File: config.mk
export PLATFORM = sky130hd
export DESIGN_NAME = addsub_seq_32_flat
export DESIGN_NICKNAME = d
export VERILOG_FILES = /design/src/rtl/addsub_seq_32_pkg.sv /design/src/rtl/addsub_seq_32_if.sv /design/src/rtl/addsub_seq_32_full_adder_8_bit_gate.sv /design/src/rtl/addsub_seq_32.sv /design/src/flat_wrapper.sv
export SDC_FILE = /design/constraint.sdc
export NUM_CORES = 1
export LEC_CHECK = 0
export ABC_AREA = 1
export CAP_MARGIN = 10
export CELL_PAD_IN_SITES_DETAIL_PLACEMENT = 1
export CELL_PAD_IN_SITES_GLOBAL_PLACEMENT = 1
export CORE_MARGIN = 2
export CORE_UTILIZATION = 29
export CTS_BUF_LIST = sky130_fd_sc_hd__clkbuf_8 sky130_fd_sc_hd__clkbuf_16
export DETAILED_ROUTE_END_ITERATION = 12
export DONT_BUFFER_PORTS = 1
export HOLD_SLACK_MARGIN = 0.1
export PLACE_DENSITY_LB_ADDON = 0.05
export SYNTH_ARGS = -nofsm -noshare
export SYNTH_HDL_FRONTEND = slang
export SYNTH_SLANG_ARGS = --single-unit
File: constraint.sdc
create_clock -name clk -period 7.75 [get_ports clk]
set_clock_uncertainty 0.15 [all_clocks]
set_input_delay 0.775 -clock clk [delete_from_list [all_inputs] [get_ports clk]]
set_output_delay 0.775 -clock clk [all_outputs]
set_load 0.005 [all_outputs]
File: src/rtl/addsub_seq_32_pkg.sv
// Shared types and constants for the byte-serial add/subtract unit.
// Latency: n/a (declarations only).
// Backpressure: n/a (declarations only).
//
// Contents: FSM state encoding, op encoding, index-width helper.
package addsub_seq_32_pkg;

  // Controller states.
  typedef enum logic [1:0] {
    ST_IDLE = 2'd0,
    ST_RUN  = 2'd1,
    ST_DONE = 2'd2
  } state_t;

  // Operation select encoding on the op input.
  localparam logic OP_ADD = 1'b0;
  localparam logic OP_SUB = 1'b1;

  // Byte index counter width: clog2 of the slice count, never below 1 bit.
  function automatic int idx_width(input int nbytes);
    return (nbytes > 1) ? $clog2(nbytes) : 1;
  endfunction

endpackage

File: src/rtl/addsub_seq_32_if.sv
// Request/response bundle for the byte-serial add/subtract unit.
// Latency: n/a (wires only).
// Backpressure: none; start is only honoured while the unit is not busy.
//
// Signals:
//   start     - request a new operation (sampled on rising clk)
//   op        - 0 = a+b, 1 = a-b
//   a, b      - operands, 8*NBYTES bits
//   busy      - operation in progress
//   done      - one-cycle completion pulse
//   result    - sum or difference
//   c_out     - add: carry out of MSB; sub: borrow (a < b unsigned)
//   over_flow - signed overflow of the full-width result
interface addsub_seq_32_if #(
  parameter int NBYTES = 4
);
  logic                  start;
  logic                  op;
  logic [8*NBYTES-1:0]   a;
  logic [8*NBYTES-1:0]   b;
  logic                  busy;
  logic                  done;
  logic [8*NBYTES-1:0]   result;
  logic                  c_out;
  logic                  over_flow;

  // Requester side.
  modport master (
    output start, op, a, b,
    input  busy, done, result, c_out, over_flow
  );

  // Arithmetic unit side.
  modport slave (
    input  start, op, a, b,
    output busy, done, result, c_out, over_flow
  );
endinterface

File: src/rtl/addsub_seq_32_full_adder_8_bit_gate.sv
// 8-bit gate-level ripple add/subtract slice (a + (b ^ sel) + c_in).
// Latency: combinational, 0 cycles.
// Backpressure: none.
//
// Ports:
//   a, b      - 8-bit operand bytes
//   sel       - 0 = add, 1 = subtract (inverts b)
//   c_in      - raw carry into bit 0
//   sum       - 8-bit result byte
//   c_out     - carry out of bit 7, reported as a borrow when sel = 1
//   over_flow - signed overflow of this byte (carry into MSB xor carry out)
module full_adder_8_bit_gate (
  input  logic [7:0] a,
  input  logic [7:0] b,
  input  logic       sel,
  input  logic       c_in,
  output logic [7:0] sum,
  output logic       c_out,
  output logic       over_flow
);

  logic [8:0] c;
  logic [7:0] bx;

  assign c[0] = c_in;

  for (genvar i = 0; i < 8; i++) begin : g_bit
    assign bx[i]    = b[i] ^ sel;
    assign sum[i]   = a[i] ^ bx[i] ^ c[i];
    assign c[i+1]   = (a[i] & bx[i]) | (c[i] & (a[i] ^ bx[i]));
  end

  // For subtraction the raw carry is the complement of the borrow.
  assign c_out     = c[8] ^ sel;
  assign over_flow = c[8] ^ c[7];

endmodule

File: src/rtl/addsub_seq_32.sv
// Byte-serial add/subtract: one shared 8-bit slice processes NBYTES bytes LSB first.
// Latency: NBYTES cycles from the accepting edge to the done pulse.
// Backpressure: start ignored while busy; a start during the done cycle is taken back-to-back.
//
// Ports:
//   clk - clock, rising edge
//   rst - asynchronous active-high reset
//   bus - addsub_seq_32_if slave modport (start/op/a/b in; busy/done/result/c_out/over_flow out)
module addsub_seq_32
  import addsub_seq_32_pkg::*;
#(
  parameter int NBYTES = 4
) (
  input  logic                  clk,
  input  logic                  rst,
  addsub_seq_32_if.slave        bus
);

  localparam int                W        = 8 * NBYTES;
  localparam int                IW       = idx_width(NBYTES);
  localparam logic [IW-1:0]     LAST_IDX = IW'(NBYTES - 1);

  state_t          state_q;
  logic [IW-1:0]   idx_q;
  logic            carry_q;
  logic [W-1:0]    a_q;
  logic [W-1:0]    b_q;
  logic            op_q;
  logic [W-1:0]    result_q;
  logic            c_out_q;
  logic            over_flow_q;
  logic            busy_q;
  logic            done_q;

  logic [7:0]      a_byte;
  logic [7:0]      b_byte;
  logic            s_sel;
  logic            s_c_in;
  logic [7:0]      s_sum;
  logic            s_c_out;
  logic            s_over_flow;

  // Select the current operand bytes from the latched operands.
  always_comb begin
    a_byte = 8'h00;
    b_byte = 8'h00;
    for (int i = 0; i < NBYTES; i++) begin
      if (idx_q == i[IW-1:0]) begin
        a_byte = a_q[i*8 +: 8];
        b_byte = b_q[i*8 +: 8];
      end
    end
  end

  assign s_sel  = (op_q == OP_SUB);
  // Byte 0 gets op as carry-in, which completes the two's-complement negate of b.
  assign s_c_in = (idx_q == '0) ? op_q : carry_q;

  full_adder_8_bit_gate u_slice (
    .a         (a_byte),
    .b         (b_byte),
    .sel       (s_sel),
    .c_in      (s_c_in),
    .sum       (s_sum),
    .c_out     (s_c_out),
    .over_flow (s_over_flow)
  );

  always_ff @(posedge clk or posedge rst) begin
    if (rst) begin
      state_q     <= ST_IDLE;
      idx_q       <= '0;
      carry_q     <= 1'b0;
      a_q         <= '0;
      b_q         <= '0;
      op_q        <= OP_ADD;
      result_q    <= '0;
      c_out_q     <= 1'b0;
      over_flow_q <= 1'b0;
      busy_q      <= 1'b0;
      done_q      <= 1'b0;
    end else begin
      case (state_q)
        ST_IDLE, ST_DONE: begin
          if (bus.start) begin
            a_q     <= bus.a;
            b_q     <= bus.b;
            op_q    <= bus.op;
            idx_q   <= '0;
            state_q <= ST_RUN;
            busy_q  <= 1'b1;
            done_q  <= 1'b0;
          end else begin
            state_q <= ST_IDLE;
            busy_q  <= 1'b0;
            done_q  <= 1'b0;
          end
        end

        ST_RUN: begin
          for (int i = 0; i < NBYTES; i++) begin
            if (idx_q == i[IW-1:0]) begin
              result_q[i*8 +: 8] <= s_sum;
            end
          end
          // Store the raw carry; the slice reports a borrow for subtraction.
          carry_q <= s_c_out ^ op_q;
          if (idx_q == LAST_IDX) begin
            c_out_q     <= s_c_out;
            over_flow_q <= s_over_flow;
            state_q     <= ST_DONE;
            busy_q      <= 1'b0;
            done_q      <= 1'b1;
          end else begin
            idx_q <= idx_q + 1'b1;
          end
        end

        default: begin
          state_q <= ST_IDLE;
          busy_q  <= 1'b0;
          done_q  <= 1'b0;
        end
      endcase
    end
  end

  assign bus.busy      = busy_q;
  assign bus.done      = done_q;
  assign bus.result    = result_q;
  assign bus.c_out     = c_out_q;
  assign bus.over_flow = over_flow_q;

endmodule

File: src/flat_wrapper.sv
// flat-port wrapper written by rule: the top's interface ports become plain ports
module addsub_seq_32_flat import addsub_seq_32_pkg::*;
#(
  parameter int NBYTES = 4
)
  (clk, rst, bus_start, bus_op, bus_a, bus_b, bus_busy, bus_done, bus_result, bus_c_out, bus_over_flow);
  addsub_seq_32_if #(.NBYTES(NBYTES)) bus_i ();
  input  logic clk;
  input  logic rst;
  input wire logic [$bits(bus_i.start)-1:0] bus_start;
  input wire logic [$bits(bus_i.op)-1:0] bus_op;
  input wire logic [$bits(bus_i.a)-1:0] bus_a;
  input wire logic [$bits(bus_i.b)-1:0] bus_b;
  output wire logic [$bits(bus_i.busy)-1:0] bus_busy;
  output wire logic [$bits(bus_i.done)-1:0] bus_done;
  output wire logic [$bits(bus_i.result)-1:0] bus_result;
  output wire logic [$bits(bus_i.c_out)-1:0] bus_c_out;
  output wire logic [$bits(bus_i.over_flow)-1:0] bus_over_flow;
  assign bus_i.start = bus_start;
  assign bus_i.op = bus_op;
  assign bus_i.a = bus_a;
  assign bus_i.b = bus_b;
  assign bus_busy = bus_i.busy;
  assign bus_done = bus_i.done;
  assign bus_result = bus_i.result;
  assign bus_c_out = bus_i.c_out;
  assign bus_over_flow = bus_i.over_flow;
  addsub_seq_32 #(.NBYTES(NBYTES)) u_core (.clk(clk), .rst(rst), .bus(bus_i));
endmodule
==> impl_metrics.yaml, run 1 <==
power:
  p_leak_nw: 2.62
  swShare: 0.470
  peakVddDrop_mv: 0.273
  comb_power_share: 0.475
  p_per_area_mw_per_mm2: 551
  power_frac_clock: 0.169
  netSwitchingPower_mw: 1.35
  internal_power_mw: 1.52
  p_seq_frac: 0.356
die:
  die_w_um: 133
  initial_core_util: 0.294
  die_y_um: 133
  rows: 47
  ios: 104
  die-area_sq_mm: 0.0177
  coreArea_sq_mm: 0.0164
critical_path:
  crit_slowest_cell: "ha_1"
  timing_worst_setup_path_type: "flop to flop"
  timing.rr.end: "u_core.bus.c_out"
  worst-path-stages: 21
  cp_cell_sequence: "inv_1, ha_1, inv_2, nor2_1, nor2_1, nand2_1, nand2_1, nand2_1, nand2_1, fa_1, fa_1, fa_1, fa_1, fa_1, fa_1, inv_1, fa_1, inv_1, fa_1, xor2_1, o21ai_1"
  rrSetupSlack_ns: 2.11
  cp_num_buf_inv: 4
  required_ns: 7.89
  crit_path_start_kind: "flop"
  critPathArrivalTime_ns: 5.77
  critPathLaunch: "u_core.idx_q[0]"
  slowest_delay_ns: 0.62
  cp_common_cell: "fa_1"
  r2r-start: "u_core.idx_q[0]"
  cp_max_fo: 19
  crit_family: "adder cells"
  worst_setup_path_end_kind: "flop"
  setup.worst_path.end: "u_core.bus.c_out"
  ff2ff_path_depth: 21
yosys:
  seq_area_frac_synth: 0.545
  yosysUniqueCellTypes: 19
  synth-seq-cells: 105
  synth.top_cell.area_share: 0.545
  synthArstFlopShare: 1.00
  yosys.area.top_type: "dfrtp_1"
  synth_most_common_cell: "nand2_1"
  muxShareOfSynthArea: 0
  synth_top_family_by_area: "simple AND/OR/NAND/NOR gates"
  synth_ff_type: "dfrtp_1"
  synth_area_sq_mm: 0.00482
  yosys-top-cells-count: "284 x nand2_1, 105 x dfrtp_1, 53 x o21ai_0"
  synthAdderAreaFrac: 0.0436
  synthXorXnorAreaFrac: 0.00363
  synthSimpleGateAreaFrac: 0.257
  synth_edf_count: 0
  synth_nets: 654
  syn_area_per_cell_sq_um: 8.40
  syn_inst: 574
  synth_area_leaders: "dfrtp_1 54%, nand2_1 22%, o21ai_0 5.5%"
  yosys_warnings: 0
  synth-compound-area-share: 0.0926
cells_and_area:
  fillers: 1929
  instances_no_fill: 781
  n_antenna_cell: 0
  layout.nets: 636
  drive_above_1_share: 0.0535
  regArea_sq_mm: 0.00263
  fin_util: 0.318
  areaGrowthSynthToFinish_pct: 8.12
  multi_input_area_sq_mm: 0.00192
cts:
  cts.sinks: 105
  postCtsSetupBuffers: 0
  cts_resized: 0
  clock_path_buffers: 2
  numCtsBuffers: 9
  insertion_delay_ns: 0.36
  htree_num_levels: 3
  cts-root-buf: "clkbuf_16"
  hold_buffers: 0
  cts_tree: "yes"
  cts.clk_slew.worst_paths_ns: 0.08
sta:
  setup_viol: 0
  rsz0062_at_grt: "false"
  min_period_ns: 5.64
  timing.hold.ws_ns: 0.218
  worst_slew_pin_slew_ns: 1.01
  hold_viol: 0
  setup_slack_ns: 2.11
  relSlewSlack: 0.325
  fmaxAchievable_mhz: 177
  report.final.slew_viol_count: 0
  fin_crit_sh: 0.728
  setup-tns-final_ns: 0
detailed_routing:
  first_pass_iters: 4
  first_iter_violations: 177
  ant_nets: 0
  dr_total_vias: 3638
  drt_wl_total_um: 13800
  wl_per_cell_um: 17.7
  drc: 0
  viasPerCell: 4.66
global_route:
  grt_max_degree: 69
  grt_usage: 0.167
  antenna_found_initial: 0
  grt-ovfl-total: 0
  grt_pass1_vias: 3973
  grt_first_pass_wirelength_um: 22600
placed_design:
  hpwl_um: 9990
  gp_congestion: 0.832
  io_buffers: 0
  placed_cells: 765
  post-place-ws_ns: 2.12
flow_run:
  maxCapViolations: 0
outcome:
  outcome: "completed"
min_path:
  min_path_type: "input port to asynchronous set/reset pin"
logic make-up after synthesis:
| group | after synthesis |
|---|---|
| buffers and inverters | 48 |
| and+or+nand+nor | 320 |
| AOI/OAI and AO/OA | 87 |
| xor gates and xnor gates | 2 |
| DFF | 105 |
| adders and majority gates | 12 |
worst min path at each step:
stage                   startpoint             end  slack, ns  cells after the start
floorplan           u_core.a_q[10]  u_core.a_q[10]       0.29                      2
global placement    u_core.a_q[31]  u_core.a_q[31]       0.32                      2
detailed placement  u_core.b_q[23]  u_core.b_q[23]       0.32                      2
CTS                            rst  u_core.b_q[18]       0.25                      1
global route                   rst  u_core.b_q[22]       0.27                      1
finish                         rst  u_core.b_q[22]       0.22                      1
final cells by class:
cell class,instances,area share
clock inverters,7,0.0170
clock buffers,9,0.0432
multi-input cells,421,0.367
inverters,17,0.0127
flip-flops and latches,105,0.504
well taps,220,0.0528
repair buffers,2,0.00288
through the flow:
stage	cell area, sq um	total power [mW]
final	5210	2.87
after global routing	5210	3.18
after CTS	5210	2.96
after detailed placement	4900	2.46
after global placement	4900	2.42
after floorplan	4820	1.94
registers in the layout, summed over array words and instances (netlist names):
signal and cells:
u_core.a_q 32, u_core.b_q 32, u_core.bus.result 32, u_core.idx_q 2, u_core.state_q 2, u_core.bus.busy 1
u_core.bus.c_out 1, u_core.bus.over_flow 1, u_core.carry_q 1, u_core.op_q 1
cell usage in the layout, fill, tap and decap left out, drive strengths merged:
cell type	synthesis	layout
a21oi	24	24
buf	28	2
bufinv	0	1
clkbuf	3	9
clkinv	1	4
clkinvlp	0	1
dfrtp	105	105
fa	8	8
ha	4	4
inv	16	18
nand2	284	284
nand3	18	18
nor2	18	18
o21ai	63	63
xor2	2	2
layer usage:
metal / part of all wire / global-route usage
met3: 0.045 / 0.0425
met1: 0.47 / 0.222
met4: 0.013 / 0.0490
met2: 0.47 / 0.269
met5: 0 / 0
power groups by stage:
| stage | clock network (mW) | logic [mW] | registers [mW] |
|---|---|---|---|
| final | 0.485 | 1.36 | 1.02 |
| after global routing | 0.525 | 1.60 | 1.06 |
| after CTS | 0.503 | 1.42 | 1.03 |
| after detailed placement | 0 | 1.42 | 1.04 |
| after global placement | 0 | 1.38 | 1.04 |
| after floorplan | 0 | 1.01 | 0.939 |
Note: power is estimated with default switching activity, not from simulation.
==> run 2: changes to the inputs <==
- clock period: 7.75 -> 5.2 ns (I/O delays scaled with it)
==> impl_metrics.yaml, run 2 (synthesis gave the netlist of run 1 again) <==
critical_path:
  timing_worst_setup_path_type: "flop to flop"
  r2r-start: "u_core.idx_q[1]"
  timing.rr.end: "u_core.bus.result[23]"
  cp_max_fo: 8
  critPathArrivalTime_ns: 4.99
  required_ns: 5.28
  setup.worst_path.end: "u_core.bus.result[23]"
  crit_path_start_kind: "flop"
  ff2ff_path_depth: 17
  rrSetupSlack_ns: 0.29
  worst_setup_path_end_kind: "flop"
  critPathLaunch: "u_core.idx_q[1]"
die:
  die-area_sq_mm: 0.0177
  rows: 47
  ios: 104
  die_w_um: 133
  coreArea_sq_mm: 0.0164
  initial_core_util: 0.294
  die_y_um: 133
power:
  p_leak_nw: 2.69
  peakVddDrop_mv: 0.491
  power_mw: 4.44
  p_per_area_mw_per_mm2: 832
placed_design:
  hpwl_um: 10200
  io_buffers: 0
  gp_congestion: 0.814
sta:
  report.final.slew_viol_count: 0
  fin_crit_sh: 0.944
  min_period_ns: 4.91
  setup_viol: 0
  relSlewSlack: 0.316
  setup-tns-final_ns: 0
  rsz0062_at_grt: "false"
  worst_slew_pin_slew_ns: 1.03
  hold_viol: 0
  fmaxAchievable_mhz: 204
min_path:
  min_path_type: "input port to flop"
global_route:
  grt_pass1_vias: 3955
  met2_usage: 0.252
  antenna_found_initial: 0
  met1_usage: 0.236
  grt_first_pass_wirelength_um: 22300
  top_usage_layer: "met2"
  grt_usage: 0.167
  grt_max_degree: 69
  grt.met3_usage: 0.0360
  grt-ovfl-total: 0
cts:
  numCtsBuffers: 9
  insertion_delay_ns: 0.35
  cts_tree: "yes"
  htree_num_levels: 3
  cts-root-buf: "clkbuf_16"
  cts.sinks: 105
  cts.clk_slew.worst_paths_ns: 0.07
  clock_path_buffers: 2
detailed_routing:
  ant_nets: 0
  drc: 0
  drt_wl_total_um: 13900
  dr_total_vias: 3672
  first_pass_iters: 4
  first_iter_violations: 172
  viasPerCell: 4.61
  wl_per_cell_um: 17.5
cells_and_area:
  areaGrowthSynthToFinish_pct: 10.7
  regArea_sq_mm: 0.00263
  multi_input_area_sq_mm: 0.00193
  mostFrequentLayoutCells: "283 x nand2_1, 105 x dfrtp_1, 53 x o21ai_0, 24 x a21oi_1, 18 x nand3_1"
  layout.nets: 651
  fillers: 1943
  n_antenna_cell: 0
  drive_above_1_share: 0.0851
  layout_commonest_cell: "nand2_1"
flow_run:
  maxCapViolations: 0
outcome:
  outcome: "completed"
[run 2: power breakdown]
part	switching (mW)	internal [mW]	leakage, nW	total (mW)
Clock	0.328	0.393	0.155	0.721
Sequential	0.286	1.22	1.30	1.50
Combinational	1.45	0.772	1.23	2.22
Total	2.06	2.38	2.69	4.44
[run 2: cell type report]
| class | instances | share of cell area |
|---|---|---|
| sequential | 105 | 0.492 |
| timing repair buffer | 17 | 0.0244 |
| multi-input combinational | 421 | 0.361 |
| inverter | 17 | 0.0124 |
| clock inverter | 6 | 0.0136 |
| tap | 220 | 0.0516 |
| clock buffer | 10 | 0.0448 |
[run 2: routing by layer]
metal  share of wire  vias up
met4           0.022        0
met3           0.046       20
met2            0.44       86
li1                -     1799
met1            0.49     1767
met5               0        -
[run 2: worst max-delay path: stages, from the launching register on]
cell and delay (ns):
dfrtp_1 0.41, inv_1 0.11, ha_2 0.24, buf_4 0.18, a21oi_1 0.04, o21ai_0 0.15
o21ai_0 0.17, fa_1 0.46, fa_1 0.39, fa_1 0.40, fa_2 0.35, fa_2 0.35
fa_1 0.37, inv_1 0.08, fa_1 0.20, inv_1 0.06, fa_2 0.56, o21ai_0 0.10
[run 2: what timing repair did]
| action | in CTS | in global routing |
|---|---|---|
| buffers inserted | 0 | 1 |
| hold endpoints to repair | 53 | 0 |
| hold buffers | 1 | 0 |
| resized for setup | 0 | 5 |
| endpoints found under the setup margin | 0 | 7 |
[run 2: worst min-delay path by stage]
stage | startpoint | endpoint | cells after the start
3_3_place_gp | u_core.b_q[27] | u_core.b_q[27] | 2
4_1_cts | bus_b[9] | u_core.b_q[9] | 2
6_report | bus_b[9] | u_core.b_q[9] | 2
3_5_place_dp | u_core.a_q[12] | u_core.a_q[12] | 2
2_1_floorplan | u_core.a_q[10] | u_core.a_q[10] | 2
5_1_grt | bus_b[1] | u_core.b_q[1] | 2
[run 2: per-stage QoR]
stage                     worst slack (ns)  utilization  hold slack, ns  instance area (sq um)  std cells
after floorplan                      0.414            -           0.294                   4820        574
after global placement               0.262        0.305           0.317                   5000        778
after detailed placement             0.108        0.305           0.319                   5000        778
after CTS                           0.0942        0.324           0.108                   5320        795
after global routing                0.0338        0.325           0.115                   5340        796
final                                0.289        0.325           0.119                   5340        796
